`config.mk`:
```
export PLATFORM = sky130hd
export DESIGN_NAME = game_flow_ctrl_flat
export DESIGN_NICKNAME = d
export VERILOG_FILES = /design/src/rtl/game_flow_ctrl_pkg.sv /design/src/rtl/game_flow_ctrl_if.sv /design/src/rtl/game_flow_ctrl_powerup_timer.sv /design/src/rtl/game_flow_ctrl.sv /design/src/flat_wrapper.sv
export SDC_FILE = /design/constraint.sdc
export NUM_CORES = 1
export LEC_CHECK = 0
export CAP_MARGIN = 20
export CORE_MARGIN = 3
export CORE_UTILIZATION = 45
export CTS_BUF_LIST = sky130_fd_sc_hd__clkbuf_4 sky130_fd_sc_hd__clkbuf_8
export DETAILED_ROUTE_END_ITERATION = 8
export DONT_BUFFER_PORTS = 1
export RECOVER_POWER = 100
export REMOVE_ABC_BUFFERS = 1
export SLEW_MARGIN = 10
export SYNTH_ARGS = -nofsm -noshare
export SYNTH_HDL_FRONTEND = slang
export SYNTH_SLANG_ARGS = --single-unit
```
`constraint.sdc`:
```
create_clock -name clk -period 4.1 [get_ports clk]
set_input_delay 0.615 -clock clk [delete_from_list [all_inputs] [get_ports clk]]
set_output_delay 0.615 -clock clk [all_outputs]
set_load 0.005 [all_outputs]
```
`src/rtl/game_flow_ctrl_pkg.sv`:
```
// Shared types and constants for the game flow controller.
package game_pkg;

    typedef enum logic [2:0] {
        ST_WELCOME    = 3'd0,
        ST_PLAY       = 3'd1,
        ST_PAUSED     = 3'd2,
        ST_LEVEL_DONE = 3'd3,
        ST_GAME_OVER  = 3'd4,
        ST_WIN        = 3'd5
    } game_state_t;

    localparam int BALL_TYPE_W        = 2;
    // presentType value that grants an extra life; k>0 selects power-up channel k-1
    localparam int PRESENT_EXTRA_LIFE = 0;

endpackage

```
`src/rtl/game_flow_ctrl_if.sv`:
```
// Bundle of play-field event inputs and game status outputs.
interface game_flow_ctrl_if #(
    parameter int NUM_LEVELS   = 4,
    parameter int MAX_LIVES    = 4,
    parameter int NUM_POWERUPS = 3,
    parameter int SCORE_W      = 16,
    parameter int TIME_W       = 12
);
    import game_pkg::*;

    logic                                startKey;
    logic                                pauseKey;
    logic                                secTick;
    logic                                colPlayerBall;
    logic                                colRopeBall;
    logic                                colPresent;
    logic [BALL_TYPE_W-1:0]              ballType;
    logic [$clog2(NUM_POWERUPS+1)-1:0]   presentType;
    logic                                levelCleared;

    logic [2:0]                          gameState;
    logic [$clog2(NUM_LEVELS)-1:0]       level;
    logic [$clog2(MAX_LIVES+1)-1:0]      lives;
    logic [SCORE_W-1:0]                  score;
    logic [TIME_W-1:0]                   gameTime;
    logic [NUM_POWERUPS-1:0]             powerupActive;
    logic                                playerReset;
    logic                                levelLoad;
    logic                                playEnable;

    // keyboard / collision side
    modport master (
        output startKey, pauseKey, secTick, colPlayerBall, colRopeBall, colPresent,
               ballType, presentType, levelCleared,
        input  gameState, level, lives, score, gameTime, powerupActive,
               playerReset, levelLoad, playEnable
    );

    // the controller itself
    modport slave (
        input  startKey, pauseKey, secTick, colPlayerBall, colRopeBall, colPresent,
               ballType, presentType, levelCleared,
        output gameState, level, lives, score, gameTime, powerupActive,
               playerReset, levelLoad, playEnable
    );
endinterface

```
`src/rtl/game_flow_ctrl_powerup_timer.sv`:
```
// One power-up countdown channel: active for exactly load_val ticks after a load.
module powerup_timer #(
    parameter int TMR_W = 3
) (
    input  logic             clk,
    input  logic             resetN,
    input  logic             load,
    input  logic             tick,
    input  logic             clear,
    input  logic [TMR_W-1:0] load_val,
    output logic             active,
    output logic [TMR_W-1:0] timer
);

    // clear > load > tick; a load on a tick cycle restarts the full count
    always_ff @(posedge clk or negedge resetN) begin
        if (!resetN) begin
            active <= 1'b0;
            timer  <= '0;
        end else if (clear) begin
            active <= 1'b0;
            timer  <= '0;
        end else if (load) begin
            active <= 1'b1;
            timer  <= load_val;
        end else if (tick && active) begin
            timer <= timer - TMR_W'(1);
            if (timer == TMR_W'(1))
                active <= 1'b0;
        end
    end

endmodule

```
`src/rtl/game_flow_ctrl.sv`:
```
// Game flow controller: state sequencing, lives/score/time/level and power-up channels.
module game_flow_ctrl
    import game_pkg::*;
#(
    parameter int INITIAL_LIVES     = 3,
    parameter int MAX_LIVES         = 4,
    parameter int NUM_LEVELS        = 4,
    parameter int NUM_POWERUPS      = 3,
    parameter int PU_DURATION       = 5,
    parameter int HIT_IMMORTAL_SEC  = 3,
    parameter int LEVEL_PAUSE_SEC   = 2,
    parameter int SCORE_W           = 16,
    parameter int TIME_W            = 12,
    parameter int HIT_SCORE_QUANTUM = 10,
    parameter int LEVEL_BONUS       = 50
) (
    input  logic             clk,
    input  logic             resetN,
    game_flow_ctrl_if.slave  gf
);

    localparam int LVL_W   = $clog2(NUM_LEVELS);
    localparam int LIV_W   = $clog2(MAX_LIVES+1);
    localparam int PT_W    = $clog2(NUM_POWERUPS+1);
    localparam int TMR_MAX = (PU_DURATION > HIT_IMMORTAL_SEC) ? PU_DURATION : HIT_IMMORTAL_SEC;
    localparam int TMR_W   = $clog2(TMR_MAX+1);
    localparam int LDC_W   = $clog2(LEVEL_PAUSE_SEC+1);

    game_state_t        state, nxt_state;
    logic [LVL_W-1:0]   level_q, nxt_level;
    logic [LIV_W-1:0]   lives_q, nxt_lives, lives_after_hit;
    logic [SCORE_W-1:0] score_q, nxt_score, score_add;
    logic [SCORE_W:0]   score_sum;
    logic [TIME_W-1:0]  time_q, nxt_time;
    logic [LDC_W-1:0]   ld_cnt, nxt_ld_cnt;
    logic               start_q, start_qq, pause_q, pause_qq;
    logic               start_e, pause_e;
    logic               hit, lvl_load, pu_clear, pu_tick;
    logic               player_reset_q, level_load_q, play_en_q;

    logic [NUM_POWERUPS-1:0]             pu_load, pu_active;
    logic [NUM_POWERUPS-1:0][TMR_W-1:0]  pu_val, pu_timer;

    // key flops come out of reset high so a key held through reset gives no edge
    assign start_e = start_q & ~start_qq;
    assign pause_e = pause_q & ~pause_qq;

    // state register
    always_ff @(posedge clk or negedge resetN) begin
        if (!resetN) state <= ST_WELCOME;
        else         state <= nxt_state;
    end

    // next-state, counter updates and power-up control
    always_comb begin
        nxt_state       = state;
        nxt_level       = level_q;
        nxt_lives       = lives_q;
        nxt_time        = time_q;
        nxt_ld_cnt      = ld_cnt;
        score_add       = '0;
        lives_after_hit = lives_q;
        hit             = 1'b0;
        lvl_load        = 1'b0;
        pu_clear        = 1'b0;
        pu_tick         = 1'b0;
        pu_load         = '0;
        for (int k = 0; k < NUM_POWERUPS; k++)
            pu_val[k] = TMR_W'(PU_DURATION);

        case (state)
            ST_WELCOME: if (start_e) begin
                nxt_state = ST_PLAY;
                nxt_level = '0;
                nxt_lives = LIV_W'(INITIAL_LIVES);
                nxt_time  = '0;
                pu_clear  = 1'b1;
                lvl_load  = 1'b1;
            end
            ST_PLAY: begin
                pu_tick = gf.secTick;
                hit     = gf.colPlayerBall & ~pu_active[0];
                for (int k = 0; k < NUM_POWERUPS; k++)
                    pu_load[k] = gf.colPresent && (gf.presentType == PT_W'(k+1));
                // a simultaneous immortality present keeps its longer duration
                if (hit) begin
                    if (!pu_load[0]) pu_val[0] = TMR_W'(HIT_IMMORTAL_SEC);
                    pu_load[0] = 1'b1;
                end
                if (gf.secTick) begin
                    nxt_time  = time_q + TIME_W'(1);
                    score_add = SCORE_W'(1);
                end
                if (gf.colRopeBall)
                    score_add = score_add + SCORE_W'((int'(gf.ballType) + 1) * HIT_SCORE_QUANTUM);
                lives_after_hit = lives_q - LIV_W'(hit);
                if (gf.colPresent && gf.presentType == PT_W'(PRESENT_EXTRA_LIFE) &&
                    lives_after_hit < LIV_W'(MAX_LIVES))
                    nxt_lives = lives_after_hit + LIV_W'(1);
                else
                    nxt_lives = lives_after_hit;
                if (nxt_lives == '0) begin
                    nxt_state = ST_GAME_OVER;
                end else if (gf.levelCleared) begin
                    nxt_state  = ST_LEVEL_DONE;
                    nxt_ld_cnt = '0;
                    score_add  = score_add + SCORE_W'(LEVEL_BONUS * (int'(level_q) + 1));
                end else if (pause_e) begin
                    nxt_state = ST_PAUSED;
                end
            end
            ST_PAUSED: if (pause_e) nxt_state = ST_PLAY;
            ST_LEVEL_DONE: if (gf.secTick) begin
                if (ld_cnt == LDC_W'(LEVEL_PAUSE_SEC-1)) begin
                    if (level_q == LVL_W'(NUM_LEVELS-1)) begin
                        nxt_state = ST_WIN;
                    end else begin
                        nxt_state = ST_PLAY;
                        nxt_level = level_q + LVL_W'(1);
                        pu_clear  = 1'b1;
                        lvl_load  = 1'b1;
                    end
                end else begin
                    nxt_ld_cnt = ld_cnt + LDC_W'(1);
                end
            end
            ST_GAME_OVER, ST_WIN: if (start_e) nxt_state = ST_WELCOME;
            default: nxt_state = ST_WELCOME;
        endcase

        // score saturates rather than wrapping; a game start clears it
        score_sum = {1'b0, score_q} + {1'b0, score_add};
        if (state == ST_WELCOME && start_e) nxt_score = '0;
        else if (score_sum[SCORE_W])        nxt_score = '1;
        else                                nxt_score = score_sum[SCORE_W-1:0];
    end

    // counters, key history and registered pulses
    always_ff @(posedge clk or negedge resetN) begin
        if (!resetN) begin
            level_q        <= '0;
            lives_q        <= LIV_W'(INITIAL_LIVES);
            score_q        <= '0;
            time_q         <= '0;
            ld_cnt         <= '0;
            start_q        <= 1'b1;
            start_qq       <= 1'b1;
            pause_q        <= 1'b1;
            pause_qq       <= 1'b1;
            player_reset_q <= 1'b0;
            level_load_q   <= 1'b0;
            play_en_q      <= 1'b0;
        end else begin
            level_q        <= nxt_level;
            lives_q        <= nxt_lives;
            score_q        <= nxt_score;
            time_q         <= nxt_time;
            ld_cnt         <= nxt_ld_cnt;
            start_q        <= gf.startKey;
            start_qq       <= start_q;
            pause_q        <= gf.pauseKey;
            pause_qq       <= pause_q;
            player_reset_q <= hit;
            level_load_q   <= lvl_load;
            play_en_q      <= (nxt_state == ST_PLAY);
        end
    end

    for (genvar g = 0; g < NUM_POWERUPS; g++) begin : g_pu
        powerup_timer #(.TMR_W(TMR_W)) u_pu (
            .clk      (clk),
            .resetN   (resetN),
            .load     (pu_load[g]),
            .tick     (pu_tick),
            .clear    (pu_clear),
            .load_val (pu_val[g]),
            .active   (pu_active[g]),
            .timer    (pu_timer[g])
        );
    end

    assign gf.gameState     = state;
    assign gf.level         = level_q;
    assign gf.lives         = lives_q;
    assign gf.score         = score_q;
    assign gf.gameTime      = time_q;
    assign gf.powerupActive = pu_active;
    assign gf.playerReset   = player_reset_q;
    assign gf.levelLoad     = level_load_q;
    assign gf.playEnable    = play_en_q;

endmodule

```
`src/flat_wrapper.sv`:
```
// flat-port wrapper written by rule: the top's interface ports become plain ports
module game_flow_ctrl_flat import game_pkg::*;
#(
    parameter int INITIAL_LIVES     = 3,
    parameter int MAX_LIVES         = 4,
    parameter int NUM_LEVELS        = 4,
    parameter int NUM_POWERUPS      = 3,
    parameter int PU_DURATION       = 5,
    parameter int HIT_IMMORTAL_SEC  = 3,
    parameter int LEVEL_PAUSE_SEC   = 2,
    parameter int SCORE_W           = 16,
    parameter int TIME_W            = 12,
    parameter int HIT_SCORE_QUANTUM = 10,
    parameter int LEVEL_BONUS       = 50
)
  (clk, resetN, gf_startKey, gf_pauseKey, gf_secTick, gf_colPlayerBall, gf_colRopeBall, gf_colPresent, gf_ballType, gf_presentType, gf_levelCleared, gf_gameState, gf_level, gf_lives, gf_score, gf_gameTime, gf_powerupActive, gf_playerReset, gf_levelLoad, gf_playEnable);
  game_flow_ctrl_if #(.NUM_LEVELS(NUM_LEVELS), .MAX_LIVES(MAX_LIVES), .NUM_POWERUPS(NUM_POWERUPS), .SCORE_W(SCORE_W), .TIME_W(TIME_W)) gf_i ();
  input  logic clk;
  input  logic resetN;
  input wire logic [$bits(gf_i.startKey)-1:0] gf_startKey;
  input wire logic [$bits(gf_i.pauseKey)-1:0] gf_pauseKey;
  input wire logic [$bits(gf_i.secTick)-1:0] gf_secTick;
  input wire logic [$bits(gf_i.colPlayerBall)-1:0] gf_colPlayerBall;
  input wire logic [$bits(gf_i.colRopeBall)-1:0] gf_colRopeBall;
  input wire logic [$bits(gf_i.colPresent)-1:0] gf_colPresent;
  input wire logic [$bits(gf_i.ballType)-1:0] gf_ballType;
  input wire logic [$bits(gf_i.presentType)-1:0] gf_presentType;
  input wire logic [$bits(gf_i.levelCleared)-1:0] gf_levelCleared;
  output wire logic [$bits(gf_i.gameState)-1:0] gf_gameState;
  output wire logic [$bits(gf_i.level)-1:0] gf_level;
  output wire logic [$bits(gf_i.lives)-1:0] gf_lives;
  output wire logic [$bits(gf_i.score)-1:0] gf_score;
  output wire logic [$bits(gf_i.gameTime)-1:0] gf_gameTime;
  output wire logic [$bits(gf_i.powerupActive)-1:0] gf_powerupActive;
  output wire logic [$bits(gf_i.playerReset)-1:0] gf_playerReset;
  output wire logic [$bits(gf_i.levelLoad)-1:0] gf_levelLoad;
  output wire logic [$bits(gf_i.playEnable)-1:0] gf_playEnable;
  assign gf_i.startKey = gf_startKey;
  assign gf_i.pauseKey = gf_pauseKey;
  assign gf_i.secTick = gf_secTick;
  assign gf_i.colPlayerBall = gf_colPlayerBall;
  assign gf_i.colRopeBall = gf_colRopeBall;
  assign gf_i.colPresent = gf_colPresent;
  assign gf_i.ballType = gf_ballType;
  assign gf_i.presentType = gf_presentType;
  assign gf_i.levelCleared = gf_levelCleared;
  assign gf_gameState = gf_i.gameState;
  assign gf_level = gf_i.level;
  assign gf_lives = gf_i.lives;
  assign gf_score = gf_i.score;
  assign gf_gameTime = gf_i.gameTime;
  assign gf_powerupActive = gf_i.powerupActive;
  assign gf_playerReset = gf_i.playerReset;
  assign gf_levelLoad = gf_i.levelLoad;
  assign gf_playEnable = gf_i.playEnable;
  game_flow_ctrl #(.INITIAL_LIVES(INITIAL_LIVES), .MAX_LIVES(MAX_LIVES), .NUM_LEVELS(NUM_LEVELS), .NUM_POWERUPS(NUM_POWERUPS), .PU_DURATION(PU_DURATION), .HIT_IMMORTAL_SEC(HIT_IMMORTAL_SEC), .LEVEL_PAUSE_SEC(LEVEL_PAUSE_SEC), .SCORE_W(SCORE_W), .TIME_W(TIME_W), .HIT_SCORE_QUANTUM(HIT_SCORE_QUANTUM), .LEVEL_BONUS(LEVEL_BONUS)) u_core (.clk(clk), .resetN(resetN), .gf(gf_i));
endmodule
```
# After elaboration in Yosys (flattened, before gate mapping)
# Cells that the tools add are included.
# Widths: inputs -> output; s select.
# classes
n_addsub	13
multipliers	2
n_lt_le_gt_ge	1
eq_ne	22
muxes	69
bitwise_logic	6
n_reduce_logical	29
# ops
op	n
$mux 16	8
$mux 3	25
$add 16x16->16	2
$mul 32x4->15 const B	1
$mul 6x32->15 const A	1
$mux 12	2
$pmux 12 s2	1
$mux 1	20
$reduce_bool 3->1	6
$add 16x16->17	1
$mux 2	8
$eq 3x1->1 const B	5
$pmux 3 s5	1
$add 12x1->12 const B	1
$ne 2x2->1 const B	6
$reduce_and 5->1	2
$logic_and 1x1->1	9
$sub 3x1->3 const B	3
$pmux 2 s2	2
$reduce_and 2->1	4
$add 2x1->3 const B	2
$eq 2x2->1 const B	3
$eq 3x2->1 const B	2
$eq 3x3->1 const B	2
15 further kinds	25
# word_totals
regBits	57
input_bits	13
output_inout_bits	42
elab_cells	161

# Depth between registers and ports, before layout
# depth
depth_word	13
mapped_depth	20
depth_no_buf	18

# By module
# Synthesis repeated with hierarchy kept, for this count alone.
# hier_totals
cells_unflattened	431
area_unflattened_um2	3847.4
# by_module_without_submodules
module	instances	cells_each	area_per_inst_um2	seq_area_each_um2
game_flow_ctrl	1	356	3096.7	1133.6
powerup_timer	3	25	250.2	100.1

# Worst setup path after synthesis
# No wires, ideal clock.
# synth_path
path_type	input -> register
from	input gf_colPlayerBall
to	register u_core.score_q[14] (netlist: u_core.gf.score[14])
setup_ns	0.130
arrival_ns	4.016
t_required_ns	3.970
setup_slack_ns	-0.046
cell_stages	18
cell_sequence	nor2b_1 ha_1 ha_1 inv_1 ha_1 or3_1 mux2i_1 nand2_1 nand2_1 mux2i_1 nand2b_1 fa_1 nor2b_4 o31ai_2 a211oi_4 o21ai_2 nor4b_1 nor3_1
# synth_via
elab_chain_cells	12
elab_cells_between_ends	13
classes_between	add/sub (3); order compare (1); mux (6); bitwise (1); reduce/logical (2)
# synth_lines
element	line	rtl
start, declared	flat_wrapper.sv:23	input wire logic [$bits(gf_i.colPlayerBall)-1:0] gf_colPlayerBall;
$and 1x1->1 *	game_flow_ctrl.sv:82	hit = gf.colPlayerBall & ~pu_active[0];
$sub 3x1->3 *	game_flow_ctrl.sv:96	lives_after_hit = lives_q - LIV_W'(hit);
$lt 3x3->1	game_flow_ctrl.sv:98	lives_after_hit < LIV_W'(MAX_LIVES))
$logic_and 1x1->1	game_flow_ctrl.sv:97	if (gf.colPresent && gf.presentType == PT_W'(PRESENT_EXTRA_LIFE) &&
$mux 3 *	game_flow_ctrl.sv:97	
$mux 3 *	game_flow_ctrl.sv:71	case (state)
$logic_not 3->1 *	game_flow_ctrl.sv:102	if (nxt_lives == '0) begin
$mux 16 *	game_flow_ctrl.sv:102	
$mux 16 *	game_flow_ctrl.sv:71	
$add 16x16->17 *	game_flow_ctrl.sv:132	score_sum = {1'b0, score_q} + {1'b0, score_add};
$mux 16 *	game_flow_ctrl.sv:134	else if (score_sum[SCORE_W]) nxt_score = '1;
$mux 16 *	game_flow_ctrl.sv:133	if (state == ST_WELCOME && start_e) nxt_score = '0;
net u_core.nxt_score[14]	game_flow_ctrl.sv:32	logic [SCORE_W-1:0] score_q, nxt_score, score_add;
end signal, assigned	game_flow_ctrl.sv:156	score_q <= nxt_score;
end, declared	game_flow_ctrl.sv:32	
# Mark *: on every way through the listed nets, which the timed path passes. The rest lies on a longest branch. The select of a mux whose other input is x is not followed.
# A chain may end at the register's enable or synchronous reset.

# Final worst setup path
# layout_path
from	register u_core.lives_q[0] (netlist: u_core.gf.lives[0])
to	register u_core.score_q[12] (netlist: u_core.gf.score[12])
# layout_via
elab_chain_cells	11
elab_cells_between_ends	12
classes_between	add/sub (3); order compare (1); mux (6); reduce/logical (2)
# layout_lines
element	line	rtl
start, declared	game_flow_ctrl.sv:31	logic [LIV_W-1:0] lives_q, nxt_lives, lives_after_hit;
start signal, assigned	game_flow_ctrl.sv:142	lives_q <= LIV_W'(INITIAL_LIVES);
start signal, assigned	game_flow_ctrl.sv:155	lives_q <= nxt_lives;
$sub 3x1->3 *	game_flow_ctrl.sv:96	
$lt 3x3->1	game_flow_ctrl.sv:98	
$logic_and 1x1->1	game_flow_ctrl.sv:97	
$mux 3 *	game_flow_ctrl.sv:97	
$mux 3 *	game_flow_ctrl.sv:71	
$logic_not 3->1 *	game_flow_ctrl.sv:102	
$mux 16 *	game_flow_ctrl.sv:102	
$mux 16 *	game_flow_ctrl.sv:71	
$add 16x16->17 *	game_flow_ctrl.sv:132	
$mux 16 *	game_flow_ctrl.sv:134	
$mux 16 *	game_flow_ctrl.sv:133	
net u_core.nxt_score[12]	game_flow_ctrl.sv:32	
# Marked as above.

==> metrics.csv <==
stage;metric;value;unit
clock_tree;Clock Latency Late Sink;0.34;ns
pwr;PwrDens;651;mW/mm²
pwr;maximum vdd drop;0.000350;V
die;floorplan die height;99.4;µm
die;Starting Density;47.0;%
timing;final hold vios;0;
setup_path;CP required;4.25;ns
setup_path;r2r setup slk;0.21;ns
yosys;top cell type by total area after synthesis;dfrtp_1;
timing;Setup Skew;0.0108;ns
cells_and_area;layout net count;522;
cells_and_area;Area Growth Syn to Fin;15.7;%
detailed_routing;DRC Markers;0;
global_routing;vias in the first global route;3154;
global_routing;initial antenna violation count;0;
setup_path;r2r worst-path depth;20;
cells_and_area;Util after Layout;54.4;%
place;I/O Buffers;0;
cells_and_area;ant diodes;0;
clock_tree;Max Root-Sink Buffers;2;
die;core area;0.00834;mm²
run_status;failing checks;capacitance limit, slew limit;
cells_and_area;cell area after layout;0.00454;mm²
setup_path;CP max FO;5;
yosys;Distinct cells, synth;64;
yosys;post-synthesis sequential area ratio;36.5;%
yosys;largest cells by area after synthesis;dfrtp_1, ha_1, a21oi_1, nand2_1, dfstp_2;
yosys;most instantiated cells after synthesis;dfrtp_1, nand2_1, a21oi_1, nor2_1, ha_1;
yosys;ys flop type;dfrtp_1;
place;Detailed Place HPWL;6.74;mm
detailed_routing;Routed WL;9.07;mm
detailed_routing;routed vias/inst;5.46;
setup_path;element type at the critical path end;register;
timing;setup violators final;0;
worst_hold_path;worst min path class;in2async;
cells_and_area;FILL cells;786;
global_routing;GRT Overall Usage;19.3;%
yosys;area fraction of the dominant cell type after synthesis;32.5;%
setup_path;crit path launch;u_core.gf.lives[0];
timing;Max Fclk;257;MHz
global_routing;first-pass GRT wire length;15.3;mm
pwr;Pwr Total;2.95;mW
clock_tree;CTS HTree Levels;3;
die;die area;0.00988;mm²
yosys;yosys synthesis warning count;0;
run;max-cap violation count;2;
detailed_routing;Iteration-0 DRC Markers;100;
yosys;Syn Inst Count;431;
yosys;FF+latch count, synth;57;
place;Cell Area, Placed;0.00427;mm²
detailed_routing;Routed Antenna Nets;0;
setup_path;worst r2r src;u_core.gf.lives[0];
yosys;share of flip-flops with an asynchronous set or reset;100;%
place;placed cells;564;
timing;worst slew pin tran;2.82;ns
global_routing;GRT overflow;0;
timing;Final Max Tran Viols;79;
setup_path;Setup CP Type;reg2reg;
clock_tree;Root Driver;clkbuf_8;
cells_and_area;Layout Cells excl Fill;582;
clock_tree;CTS Sinks;57;
cells_and_area;Register Area;0.00143;mm²
pwr;Pleak;2.07;nW
timing;minimum clock period;3.89;ns
clock_tree;TritonCTS clock tree;done;
setup_path;Worst R2R End;u_core.gf.score[12];
clock_tree;Reg clk slew, reported paths;0.07;ns
yosys;Post-synth EDFFs;0;
setup_path;CP Launch Type;register;
yosys;synthesized area;0.00392;mm²
detailed_routing;DR pass1 iterations;4;
die;num ports;55;
yosys;Mapped Avg Cell Area;9.10;µm²
clock_tree;CTS Buf Count;9;
cells_and_area;area of the multi-input gates;0.00236;mm²
detailed_routing;Wirelength per Cell;15.6;µm
run_status;outcome;finished with violations;
timing;Slew headroom;-87.7;%
setup_path;Worst EP arrival;4.05;ns
timing;Tcrit/Tclk final;94.9;%
detailed_routing;Via Count;3179;
timing;RSZ-0062 raised after global routing;no;
die;Die W;99.4;µm
cells_and_area;share of cells above drive strength 1;17.4;%
die;cell row count;33;
global_routing;largest net degree at the start of global routing;52;
place;gp weighted congestion;0.840;
==> how the worst max path moves through the flow <==
stage / to / slack, ns / cells past startpoint
2_1_floorplan: u_core.gf.score[14] / -0.11 / 18
3_5_place_dp: u_core.gf.score[14] / -0.21 / 18
3_3_place_gp: u_core.gf.score[14] / -0.15 / 18
5_1_grt: u_core.gf.score[14] / 0.009 / 18
6_report: u_core.gf.score[12] / 0.21 / 20
4_1_cts: u_core.gf.score[14] / 0.03 / 18
==> timing repair <==
action | in CTS | in global routing
hold buffers | 1 | 0
setup buffers | 0 | 1
pin swaps | 0 | 10
setup endpoints to repair | 2 | 16
endpoints found under the hold margin | 51 | 0
gates resized for setup | 1 | 15
==> layer usage <==
| layer | track usage, % | vias to the layer above | part of all wire, % |
|---|---|---|---|
| li1 | - | 1591 | - |
| met1 | 26.3 | 1517 | 47 |
| met2 | 29.6 | 61 | 45 |
| met3 | 6.31 | 10 | 6.4 |
| met4 | 5.46 | 0 | 1.2 |
| met5 | 0 | - | 0 |
==> worst max-delay path, stage by stage, from the launching register on <==
cell      delay, ns
dfstp_2        0.53
inv_1          0.04
ha_1           0.21
ha_4           0.27
inv_2          0.04
ha_4           0.21
or3_1          0.33
mux2i_1        0.18
nand2_1        0.13
and2_4         0.19
buf_4          0.13
nand2_1        0.05
a21oi_1        0.08
ha_1           0.31
o21a_1         0.17
o31ai_4        0.09
a211oi_4       0.31
o21ai_4        0.10
buf_4          0.15
mux2i_1        0.13
nor2_1         0.05
==> cell type report <==
type                       count  area share, %
clock buffer                  11           3.20
timing repair buffer          42           6.28
inverter                      27           2.23
sequential                    57           31.6
tap                          105           2.89
clock inverter                 5           1.74
multi-input combinational    335           52.1
==> power breakdown <==
part	switching [mW]	internal (mW)	leakage, nW
Combinational	0.791	0.650	1.23
Sequential	0.175	0.737	0.727
Clock	0.236	0.365	0.117
==> cell families (layout without fill, tap and decap cells) <==
| kind of cell | after synthesis | count (layout) | synth area share, % |
|---|---|---|---|
| multiplexers | 6 | 6 | 1.63 |
| buffers and inverters | 39 | 85 | 4.69 |
| adder cells (fa/ha/maj) | 37 | 37 | 12.2 |
| XOR/XNOR | 31 | 31 | 6.92 |
| AO/OA/AOI/OAI | 107 | 107 | 18.1 |
| flip-flops | 57 | 57 | 36.5 |
| AND/OR/NAND/NOR | 154 | 154 | 19.9 |
==> stage by stage <==
| step | worst slack [ns] | hold WS, ns | setup TNS, ns |
|---|---|---|---|
| 2_1_floorplan | -0.106 | 0.319 | -0.139 |
| 3_3_place_gp | -0.146 | 0.321 | -0.972 |
| 3_5_place_dp | -0.215 | 0.320 | -1.72 |
| 4_1_cts | 0.0251 | 0.0964 | 0 |
| 5_1_grt | 0.00942 | 0.0944 | 0 |
| 6_report | 0.208 | 0.118 | 0 |
==> flip-flops by register name, indices dropped and copies added, names as in the netlist <==
| signal | count |
|---|---|
| u_core.gf.score | 16 |
| u_core.g_pu.u_pu.active | 3 |
| u_core.gf.levelLoad | 1 |
| u_core.start_q | 1 |
| u_core.start_qq | 1 |
| u_core.gf.playEnable | 1 |
| u_core.gf.lives | 3 |
| u_core.ld_cnt | 2 |
| u_core.pause_q | 1 |
| u_core.g_pu.u_pu.timer | 9 |
| u_core.gf.gameState | 3 |
| u_core.gf.playerReset | 1 |
| u_core.gf.level | 2 |
| u_core.gf.gameTime | 12 |
| u_core.pause_qq | 1 |
==> placed cells by master (no fill, tap or decap), types with 6 or more instances in the layout <==
cell type   n
a21o_1      6
a21oi_1    38
a31oi_1     6
buf_4      33
clkbuf_1    8
clkbuf_8   10
dfrtp_1    51
ha_1       31
inv_1      25
nand2_1    50
nand3_1    17
nor2_1     39
o21ai_0    18
xnor2_1    17
xor2_1     14
Power figures use the tool's default switching activity.
